===== config.mk =====
export PLATFORM = sky130hd
export DESIGN_NAME = hdmi_packet_serializer
export DESIGN_NICKNAME = d
export VERILOG_FILES = /design/src/rtl/hdmi_pkg.sv /design/src/rtl/bch_ecc_step.sv /design/src/rtl/hdmi_packet_serializer.sv
export SDC_FILE = /design/constraint.sdc
export NUM_CORES = 1
export LEC_CHECK = 0
export CORE_ASPECT_RATIO = 1.75
export CORE_MARGIN = 2
export CORE_UTILIZATION = 35
export DETAILED_ROUTE_END_ITERATION = 10
export SYNTH_ARGS = -nofsm -noshare
export SYNTH_HDL_FRONTEND = slang
export SYNTH_SLANG_ARGS = --single-unit

===== constraint.sdc =====
create_clock -name clk_pixel -period 5.1 [get_ports clk_pixel]
set_input_delay 1.275 -clock clk_pixel [delete_from_list [all_inputs] [get_ports clk_pixel]]
set_output_delay 1.275 -clock clk_pixel [all_outputs]
set_load 0.01 [all_outputs]

===== src/rtl/hdmi_pkg.sv =====
// ---------------------------------------------------------------------------
// hdmi_pkg
// Shared constants and types for the HDMI data-island packet path.
//   PACKET_LEN       : pixel clocks per data-island packet
//   BCH_POLY         : reflected feedback constant for x^8+x^7+x^6+1
//   HDR_DATA_SLOTS   : slots carrying header bits (the rest carry header ECC)
//   SUB_DATA_SLOTS   : slots carrying subpacket bits (the rest carry ECC)
//   packet_header_t  : HB2:HB1:HB0, HB0 in [7:0]
//   subpacket_t      : 7 bytes, byte k in [8k+7:8k]
// ---------------------------------------------------------------------------
package hdmi_pkg;

  localparam int         PACKET_LEN     = 32;
  localparam logic [7:0] BCH_POLY       = 8'b1000_0011;
  localparam int         HDR_DATA_SLOTS = 24;
  localparam int         SUB_DATA_SLOTS = 28;

  typedef logic [23:0] packet_header_t;
  typedef logic [55:0] subpacket_t;

endpackage


===== src/rtl/bch_ecc_step.sv =====
// ---------------------------------------------------------------------------
// bch_ecc_step
// Combinational BCH parity update over BITS_PER_CYCLE serial bits, lowest
// index bit shifted in first.
//   ecc_in  : parity register value before this cycle
//   bits    : data bits entering the generator this cycle
//   ecc_out : parity after all bits have been absorbed
// ---------------------------------------------------------------------------
module bch_ecc_step
  import hdmi_pkg::*;
#(
  parameter int         BITS_PER_CYCLE = 1,
  parameter logic [7:0] POLY           = BCH_POLY
) (
  input  logic [7:0]                ecc_in,
  input  logic [BITS_PER_CYCLE-1:0] bits,
  output logic [7:0]                ecc_out
);

  logic [7:0] ecc_tmp;

  always_comb begin
    ecc_tmp = ecc_in;
    for (int k = 0; k < BITS_PER_CYCLE; k++) begin
      ecc_tmp = (ecc_tmp >> 1) ^ ((ecc_tmp[0] ^ bits[k]) ? POLY : 8'h00);
    end
    ecc_out = ecc_tmp;
  end

endmodule


===== src/rtl/hdmi_packet_serializer.sv =====
// ---------------------------------------------------------------------------
// hdmi_packet_serializer
// Serialises one HDMI data-island packet (header + four subpackets + BCH
// parity) into 9 bits per pixel clock over 32 clocks.
//   clk_pixel          : pixel clock
//   reset_n            : asynchronous active-low reset
//   data_island_period : high while the packet payload period is active
//   header             : HB2:HB1:HB0
//   sub                : four 56-bit subpackets
//   packet_data        : bit 0 header lane, bits 2i+1/2i+2 subpacket lane i
//   packet_counter     : slot index currently on packet_data (0 when idle)
//   packet_load        : high in the cycle a packet snapshot is taken
//                        (slot 31 output, or slot 0 of a fresh island)
//   packet_done        : high together with slot 31
// ---------------------------------------------------------------------------
module hdmi_packet_serializer #(
  parameter int         PACKET_LEN = hdmi_pkg::PACKET_LEN,
  parameter logic [7:0] BCH_POLY   = hdmi_pkg::BCH_POLY
) (
  input  logic             clk_pixel,
  input  logic             reset_n,
  input  logic             data_island_period,
  input  logic [23:0]      header,
  input  logic [3:0][55:0] sub,
  output logic [8:0]       packet_data,
  output logic [4:0]       packet_counter,
  output logic             packet_load,
  output logic             packet_done
);

  localparam logic [4:0] LAST_SLOT = 5'(PACKET_LEN - 1);
  localparam logic [4:0] HDR_SLOTS = 5'(hdmi_pkg::HDR_DATA_SLOTS);
  localparam logic [4:0] SUB_SLOTS = 5'(hdmi_pkg::SUB_DATA_SLOTS);

  logic [4:0]                 cnt_reg;
  logic                       active_reg;
  hdmi_pkg::packet_header_t   hdr_shadow_reg;
  logic [3:0][55:0]           sub_shadow_reg;
  logic [7:0]                 hecc_reg;
  logic [3:0][7:0]            secc_reg;

  logic                       start;
  logic                       hdr_data_slot;
  logic                       sub_data_slot;
  hdmi_pkg::packet_header_t   hdr_src;
  logic [3:0][55:0]           sub_src;
  logic [7:0]                 hecc_cur;
  logic [7:0]                 hecc_next;
  logic [3:0][7:0]            secc_cur;
  logic [3:0][7:0]            secc_next;
  logic                       hdr_bit;
  logic [3:0][1:0]            sub_pair;
  logic [5:0]                 sub_idx;
  logic [2:0]                 secc_idx;
  logic [8:0]                 data_next;

  // Slot 0 is served straight from the live inputs while the shadows load,
  // and the parity chain starts from zero instead of last packet's value.
  assign start         = data_island_period && (cnt_reg == 5'd0);
  assign hdr_data_slot = (cnt_reg < HDR_SLOTS);
  assign sub_data_slot = (cnt_reg < SUB_SLOTS);
  assign hdr_src       = start ? header : hdr_shadow_reg;
  assign sub_src       = start ? sub : sub_shadow_reg;
  assign hecc_cur      = start ? 8'h00 : hecc_reg;
  assign secc_cur      = start ? '0 : secc_reg;

  // Parity slots 24..31 map to hecc bit cnt-24, which is simply cnt[2:0].
  assign hdr_bit  = hdr_data_slot ? hdr_src[cnt_reg] : hecc_cur[cnt_reg[2:0]];
  assign sub_idx  = {cnt_reg, 1'b0};
  assign secc_idx = {cnt_reg[1:0], 1'b0};

  bch_ecc_step #(
    .BITS_PER_CYCLE(1),
    .POLY          (BCH_POLY)
  ) u_hdr_ecc (
    .ecc_in (hecc_cur),
    .bits   (hdr_bit),
    .ecc_out(hecc_next)
  );

  generate
    for (genvar gi = 0; gi < 4; gi++) begin : g_sub_lane
      assign sub_pair[gi] = sub_data_slot ? sub_src[gi][sub_idx +: 2]
                                          : secc_cur[gi][secc_idx +: 2];

      bch_ecc_step #(
        .BITS_PER_CYCLE(2),
        .POLY          (BCH_POLY)
      ) u_sub_ecc (
        .ecc_in (secc_cur[gi]),
        .bits   (sub_pair[gi]),
        .ecc_out(secc_next[gi])
      );

      assign data_next[2*gi+2 -: 2] = sub_pair[gi];
    end
  endgenerate

  assign data_next[0] = hdr_bit;

  always_ff @(posedge clk_pixel or negedge reset_n) begin
    if (!reset_n) begin
      cnt_reg        <= '0;
      active_reg     <= 1'b0;
      hdr_shadow_reg <= '0;
      sub_shadow_reg <= '0;
      hecc_reg       <= '0;
      secc_reg       <= '0;
      packet_data    <= '0;
      packet_counter <= '0;
      packet_load    <= 1'b0;
      packet_done    <= 1'b0;
    end else begin
      active_reg <= data_island_period;
      if (data_island_period) begin
        cnt_reg        <= cnt_reg + 5'd1;
        packet_data    <= data_next;
        packet_counter <= cnt_reg;
        packet_done    <= (cnt_reg == LAST_SLOT);
        // Either the wrap into the next packet or the first island cycle.
        packet_load    <= (cnt_reg == LAST_SLOT) || !active_reg;
        if (start) begin
          hdr_shadow_reg <= header;
          sub_shadow_reg <= sub;
        end
        if (hdr_data_slot) begin
          hecc_reg <= hecc_next;
        end
        if (sub_data_slot) begin
          secc_reg <= secc_next;
        end
      end else begin
        // Leaving the island abandons any partial packet without a done pulse.
        cnt_reg        <= '0;
        packet_data    <= '0;
        packet_counter <= '0;
        packet_done    <= 1'b0;
        packet_load    <= 1'b0;
      end
    end
  end

endmodule


==> flow_summary.json, run 1 <==
{
  "cp_cell_sequence": "clkdlybuf4s50_1 -> nand3b_2 -> nor2_4 -> buf_12 -> buf_4 -> mux2_2 -> mux4_2 -> o221ai_1 -> a31oi_1 -> o21ai_2 -> xnor2_2 -> o311ai_1 -> a211o_1",
  "core_area_um2": 43200,
  "end_kind": "flip-flop",
  "finalHoldViolations": 0,
  "drive_gt1_frac": 0.161,
  "criticalPathCategory": "input port to flip-flop",
  "start_util": 0.354,
  "grt_overflow": 0,
  "crit_fanout": 34,
  "first_pass_iters": 7,
  "grt_pass1_vias": 13000,
  "fin_total_pwr_uw": 8350,
  "largest_reg_flops": 224,
  "tns_ns": 0,
  "avgSynthCellArea_um2": 10.1,
  "place_hpwl_mm": 38.2,
  "ant_nets": 0,
  "grt_max_degree": 114,
  "cts_tree": "yes",
  "drc": 0,
  "synth_edf_count": 0,
  "ioPinCount": 267,
  "ys_types": 71,
  "cap_violations": 0,
  "finalNetCount": 2019,
  "vias": 12500,
  "min_period_over_period": 0.834,
  "wirelength_mm": 52.2,
  "dieArea_um2": 45500,
  "crit_slowest_cell": "clkdlybuf4s50_1",
  "cts.sinks": 310,
  "syn-num-nets": 1771,
  "yosys.area.top_type": "dfrtp_1",
  "synth_area_leaders": "dfrtp_1 51%, nand2_1 13%, mux2_2 8.2%",
  "seqCellArea_um2": 7760,
  "cp-start-kind": "input port",
  "track_usage": 0.229,
  "critical_path_arrival_ns": 4.72,
  "htree_levels": 1,
  "worst_slew_pin_slew_ns": 1.26,
  "grt_setup_unrepaired": "no",
  "slew_headroom": 0.160,
  "grt_pass1_wl_mm": 78.4,
  "via_per_inst": 5.27,
  "wire_per_inst_um": 22.1,
  "die_h_um": 281,
  "ctsHoldBuffers": 0,
  "ys_seq_area_frac": 0.507,
  "finalClockSkew_ns": 0.0158,
  "status": "completed",
  "clock_path_buffers": 3,
  "ys_warn_count": 0,
  "synthArstFlopShare": 1.00,
  "ir_worst_vdd_mv": 0.257,
  "clk_pin_slew_ns": 0.06,
  "setup_viol": 0,
  "synth.top_cell.area_share": 0.507,
  "area_growth_syn_to_layout_pct": 30.3,
  "drv_slew": 0,
  "fillers": 4098,
  "cts_resized": 0,
  "critPathBufInv": 3,
  "cts_root_buffer": "clkbuf_16",
  "numCtsBuffers": 31,
  "synth_area_um2": 15300,
  "portBuffers": 266,
  "clock_latency_ns": 0.59,
  "drt_iter0_drc": 868,
  "final_common_cell": "nand2_1",
  "crit_required_ns": 5.56,
  "antenna_found_initial": 8,
  "num_rows": 101,
  "die_x_um": 162,
  "ys.flop_type": "dfrtp_1",
  "multi_input_area_um2": 7020,
  "period_needed_ns": 4.25,
  "gp_congestion": 0.878,
  "syn_inst": 1517,
  "hold_class": "flip-flop to flip-flop",
  "final_cell_mix": "547 x nand2_1, 308 x dfrtp_1, 265 x clkdlybuf4s50_1",
  "max_freq_mhz": 235,
  "p_leak_uw": 0.00891,
  "crit_family": "compound AO/OA/AOI/OAI gates",
  "critical_path.max_stage_delay_ns": 0.53,
  "ys_ff_latch": 310,
  "power_density_nw_per_um2": 419,
  "postCtsSetupBuffers": 0
}
## cells in the mapped netlist, types with 3 or more instances
library cell and n:
nand2_1 547, dfrtp_1 310, mux2_2 112, clkbuf_1 67
o21ai_0 51, mux4_2 50, nor2_1 47, a21oi_1 25
xnor2_1 22, a22o_1 19, a22oi_1 17, o211ai_1 16
nand2b_1 14, nand3_1 14, mux2i_1 13, and2_1 12
buf_2 12, a211oi_1 11, buf_1 11, inv_1 10
nor3_1 10, buf_4 8, xor2_1 8, a31oi_1 7
and3_1 7, buf_6 7, o22ai_1 6, nand4_1 5
a21o_1 4, a221oi_1 4, a211o_1 3, a221o_1 3
a41oi_1 3, clkinv_1 3, ha_1 3, mux2_1 3
nor2b_1 3, o221ai_1 3, o311ai_1 3, or2_2 3
or3_1 3
## metal layers
metal | vias to the layer above | part of all wire | track usage | routed length [um]
li1 | 5686 | - | - | -
met1 | 6176 | 0.36 | 0.267 | 18800
met2 | 479 | 0.52 | 0.403 | 27100
met5 | - | 0 | 0 | 0
met3 | 120 | 0.064 | 0.0322 | 3340
met4 | 0 | 0.057 | 0.127 | 2990
## per-stage QoR
stage / util / hold slack (ns) / worst slack [ns] / std cells / instance area [um^2]
3_5_place_dp: 0.433 / 0.426 / 0.249 / 2298 / 18700
2_1_floorplan: - / 0.400 / 0.924 / 1517 / 15300
5_1_grt: 0.461 / 0.442 / 0.685 / 2364 / 19900
6_report: 0.461 / 0.436 / 0.848 / 2364 / 19900
3_3_place_gp: 0.433 / 0.414 / 0.366 / 2298 / 18700
4_1_cts: 0.461 / 0.435 / 0.857 / 2356 / 19900
## path summary, 6_finish.rpt
check	startpoint	endpoint	slack, ns	depth (start not counted)
hold reg to reg	active_reg$_DFF_PN0_	packet_load$_DFF_PN0_	0.44	1
max in group asynchronous	reset_n	packet_counter[2]$_DFF_PN0_	3.32	2
hold / removal	active_reg$_DFF_PN0_	packet_load$_DFF_PN0_	0.44	1
min in group asynchronous	reset_n	hdr_shadow_reg[1]$_DFFE_PN0P_	0.73	1
setup reg to reg	cnt_reg[1]$_DFF_PN0_	secc_reg[9]$_DFFE_PN0P_	1.15	14
setup / recovery	data_island_period	secc_reg[25]$_DFFE_PN0P_	0.85	13
## report_power, final
part / switching, uW / internal, uW
Clock: 1030 / 1690
Sequential: 338 / 3060
Combinational: 1120 / 1120
## area by class of cell
type                    count  share of cell area
clock buffers              39              0.0429
repair buffers            320               0.159
well taps                 566              0.0355
diodes                      8             0.00100
flip-flops and latches    310               0.389
inverters                  13             0.00245
clock inverters            19              0.0178
multi-input cells        1089               0.352
## kinds of logic after synthesis
group,share of synthesized area
AO/OA/AOI/OAI,0.0906
buffers and inverters,0.0353
adder cells (fa/ha/maj),0.00245
XOR/XNOR,0.0182
flip-flops,0.507
multiplexers,0.167
AND/OR/NAND/NOR,0.180
## worst register-to-register path, stage by stage (launching register included)
cell	delay, ns
dfrtp_2	0.34
buf_4	0.27
inv_1	0.10
ha_1	0.22
and3b_1	0.26
nand2_8	0.32
buf_4	0.35
mux4_2	0.54
a22oi_1	0.20
a211o_1	0.17
a32o_1	0.27
a21oi_1	0.09
or2_1	0.30
a211oi_1	0.26
o31ai_1	0.12
Power figures use the tool's default switching activity.
==> inputs of run 2 (changes only) <==
Clock period 5.1 ns to 3.43 ns, I/O delays scaled along.
==> run 2 against run 1 <==
The flow now finishes with violations (setup timing). Count of clock-buffer cells in the layout is 6 higher. Largest cell class unchanged. Flip-flop and latch count stayed put. Clock skew is 0.0082 ns higher. Highest routed layer unchanged.
==> flow_summary.json, run 2 (synthesized netlist as in run 1, its figures left out) <==
{
  "fin_total_pwr_uw": 12300,
  "finalNetCount": 2103,
  "start_util": 0.354,
  "critical_path_arrival_ns": 3.96,
  "end_kind": "flip-flop",
  "p_int_uw": 8530,
  "grt_setup_unrepaired": "yes",
  "portBuffers": 266,
  "place_hpwl_mm": 39.4,
  "ctsHoldBuffers": 0,
  "wirelength_mm": 52.9,
  "power_density_nw_per_um2": 591,
  "drv_slew": 0,
  "r2r_slack_ns": -0.08,
  "criticalPathCategory": "flip-flop to flip-flop",
  "drc": 0,
  "ioPinCount": 267,
  "clockPowerShare": 0.285,
  "via_per_inst": 5.25,
  "largest_reg_flops": 224,
  "finalClockSkew_ns": 0.0240,
  "final_cell_mix": "546 x nand2_1, 308 x dfrtp_1, 264 x clkdlybuf4s50_1",
  "r2r_end": "secc_reg[25]$_DFFE_PN0P_",
  "slew_headroom": 0.126,
  "track_usage": 0.229,
  "drt_iter0_drc": 761,
  "min_period_over_period": 1.02,
  "pwr-share-comb": 0.305,
  "cp-start-kind": "flip-flop",
  "gp_congestion": 0.910,
  "grt_overflow": 0,
  "fin_ws_ns": -0.0833,
  "first_pass_iters": 5,
  "num_rows": 101,
  "clock_path_buffers": 3,
  "grt_pass1_vias": 13200,
  "violations": "setup timing",
  "tns_ns": -0.114,
  "critical_path.startpoint": "cnt_reg[0]$_DFF_PN0_",
  "timing.rr.start": "cnt_reg[0]$_DFF_PN0_",
  "clk_pin_slew_ns": 0.07,
  "numCtsBuffers": 30,
  "core_area_um2": 43200,
  "die_h_um": 281,
  "htree_levels": 1,
  "clock_latency_ns": 0.58,
  "hold_class": "input port to asynchronous set/reset pin",
  "vias": 12800,
  "p_leak_uw": 0.00939,
  "status": "finished with violations",
  "cap_violations": 0,
  "cts_tree": "yes",
  "cts.sinks": 310,
  "p_seq_frac": 0.410,
  "period_needed_ns": 3.51,
  "area_growth_syn_to_layout_pct": 35.8,
  "crit_fanout": 7,
  "finalHoldViolations": 0,
  "switching_share": 0.305,
  "switching_power_uw": 3750,
  "antenna_found_initial": 4,
  "ir_worst_vdd_mv": 0.339,
  "crit_required_ns": 3.88,
  "fillers": 4030,
  "ant_nets": 0,
  "endpoint": "secc_reg[25]$_DFFE_PN0P_",
  "worst_slew_pin_slew_ns": 1.31,
  "grt_max_degree": 109,
  "grt_pass1_wl_mm": 78.4,
  "drive_gt1_frac": 0.211,
  "die_x_um": 162,
  "cts_root_buffer": "clkbuf_16",
  "r2r_cells": 14,
  "wire_per_inst_um": 21.7,
  "dieArea_um2": 45500,
  "setup_viol": 3,
  "final_common_cell": "nand2_1",
  "max_freq_mhz": 285
}
[run 2: changes by cell type in the layout (fill, tap and decap cells not counted), sizes merged]
cell / before / now
nand2: 548 / 549
dlygate4sd2: 0 / 1
clkbuf: 39 / 46
clkdlybuf4s50: 265 / 264
bufinv: 10 / 3
buf: 55 / 138
inv: 11 / 9
diode: 8 / 3
clkinvlp: 1 / 0
[run 2: power groups by stage]
| stage | Clock [uW] | Combinational, uW | Sequential [uW] |
|---|---|---|---|
| finish | 3500 | 3750 | 5040 |
| global route | 3730 | 4070 | 5140 |
| CTS | 3570 | 3590 | 5030 |
| detailed placement | 0 | 3550 | 5090 |
| global placement | 0 | 3470 | 5040 |
| floorplan | 0 | 2270 | 4940 |
[run 2: metrics by stage]
step                hold slack (ns)  area [um^2]   util  setup WS [ns]  std cells
finish                        0.269        20800  0.481        -0.0833       2440
global route                  0.293        20800  0.481         -0.180       2440
CTS                           0.282        20400  0.473        -0.0199       2426
detailed placement            0.454        19400  0.448         -0.897       2371
global placement              0.443        19400  0.448         -0.779       2371
floorplan                     0.400        15400      -        -0.0544       1517
[run 2: how the worst min path moves through the flow]
stage | from | endpoint | slack [ns] | cells after the start
2_1_floorplan | active_reg$_DFF_PN0_ | packet_load$_DFF_PN0_ | 0.40 | 1
4_1_cts | reset_n | hdr_shadow_reg[5]$_DFFE_PN0P_ | 0.28 | 1
3_3_place_gp | sub_shadow_reg[52]$_DFFE_PN0P_ | sub_shadow_reg[52]$_DFFE_PN0P_ | 0.44 | 2
5_1_grt | reset_n | hdr_shadow_reg[5]$_DFFE_PN0P_ | 0.29 | 1
3_5_place_dp | sub_shadow_reg[98]$_DFFE_PN0P_ | sub_shadow_reg[98]$_DFFE_PN0P_ | 0.45 | 2
6_report | reset_n | hdr_shadow_reg[5]$_DFFE_PN0P_ | 0.27 | 1
[run 2: metal layers]
layer,up-vias,share of wire,track usage
li1,5851,-,-
met1,6353,0.37,0.264
met4,0,0.069,0.140
met3,139,0.046,0.0235
met2,458,0.52,0.406
met5,-,0,0
[run 2: cell type report]
class | instances | area (um^2) | share of cell area
inverters | 13 | 53.8 | 0.00259
diodes | 3 | 7.51 | 0.000361
clock buffers | 45 | 908 | 0.0437
clock inverters | 9 | 124 | 0.00596
flip-flops and latches | 310 | 7760 | 0.374
multi-input cells | 1090 | 7250 | 0.349
well taps | 566 | 708 | 0.0341
repair buffers | 404 | 3960 | 0.191
[run 2: timing repair]
item                       in CTS  in global routing
resized for setup               7                 46
cloned                          0                  2
pin swaps                       2                 22
setup endpoints to repair      11                 10
setup buffers                   1                  9
[run 2: worst max-delay path, stage by stage (launching register included)]
cell	delay, ns
dfrtp_4	0.49
clkinv_4	0.06
ha_4	0.14
nand3b_4	0.09
nor2_4	0.18
buf_12	0.14
clkbuf_16	0.15
mux2_4	0.30
mux4_2	0.47
mux2_4	0.31
a211oi_4	0.30
nor4_4	0.10
xnor2_2	0.24
o311ai_1	0.13
a211o_1	0.28
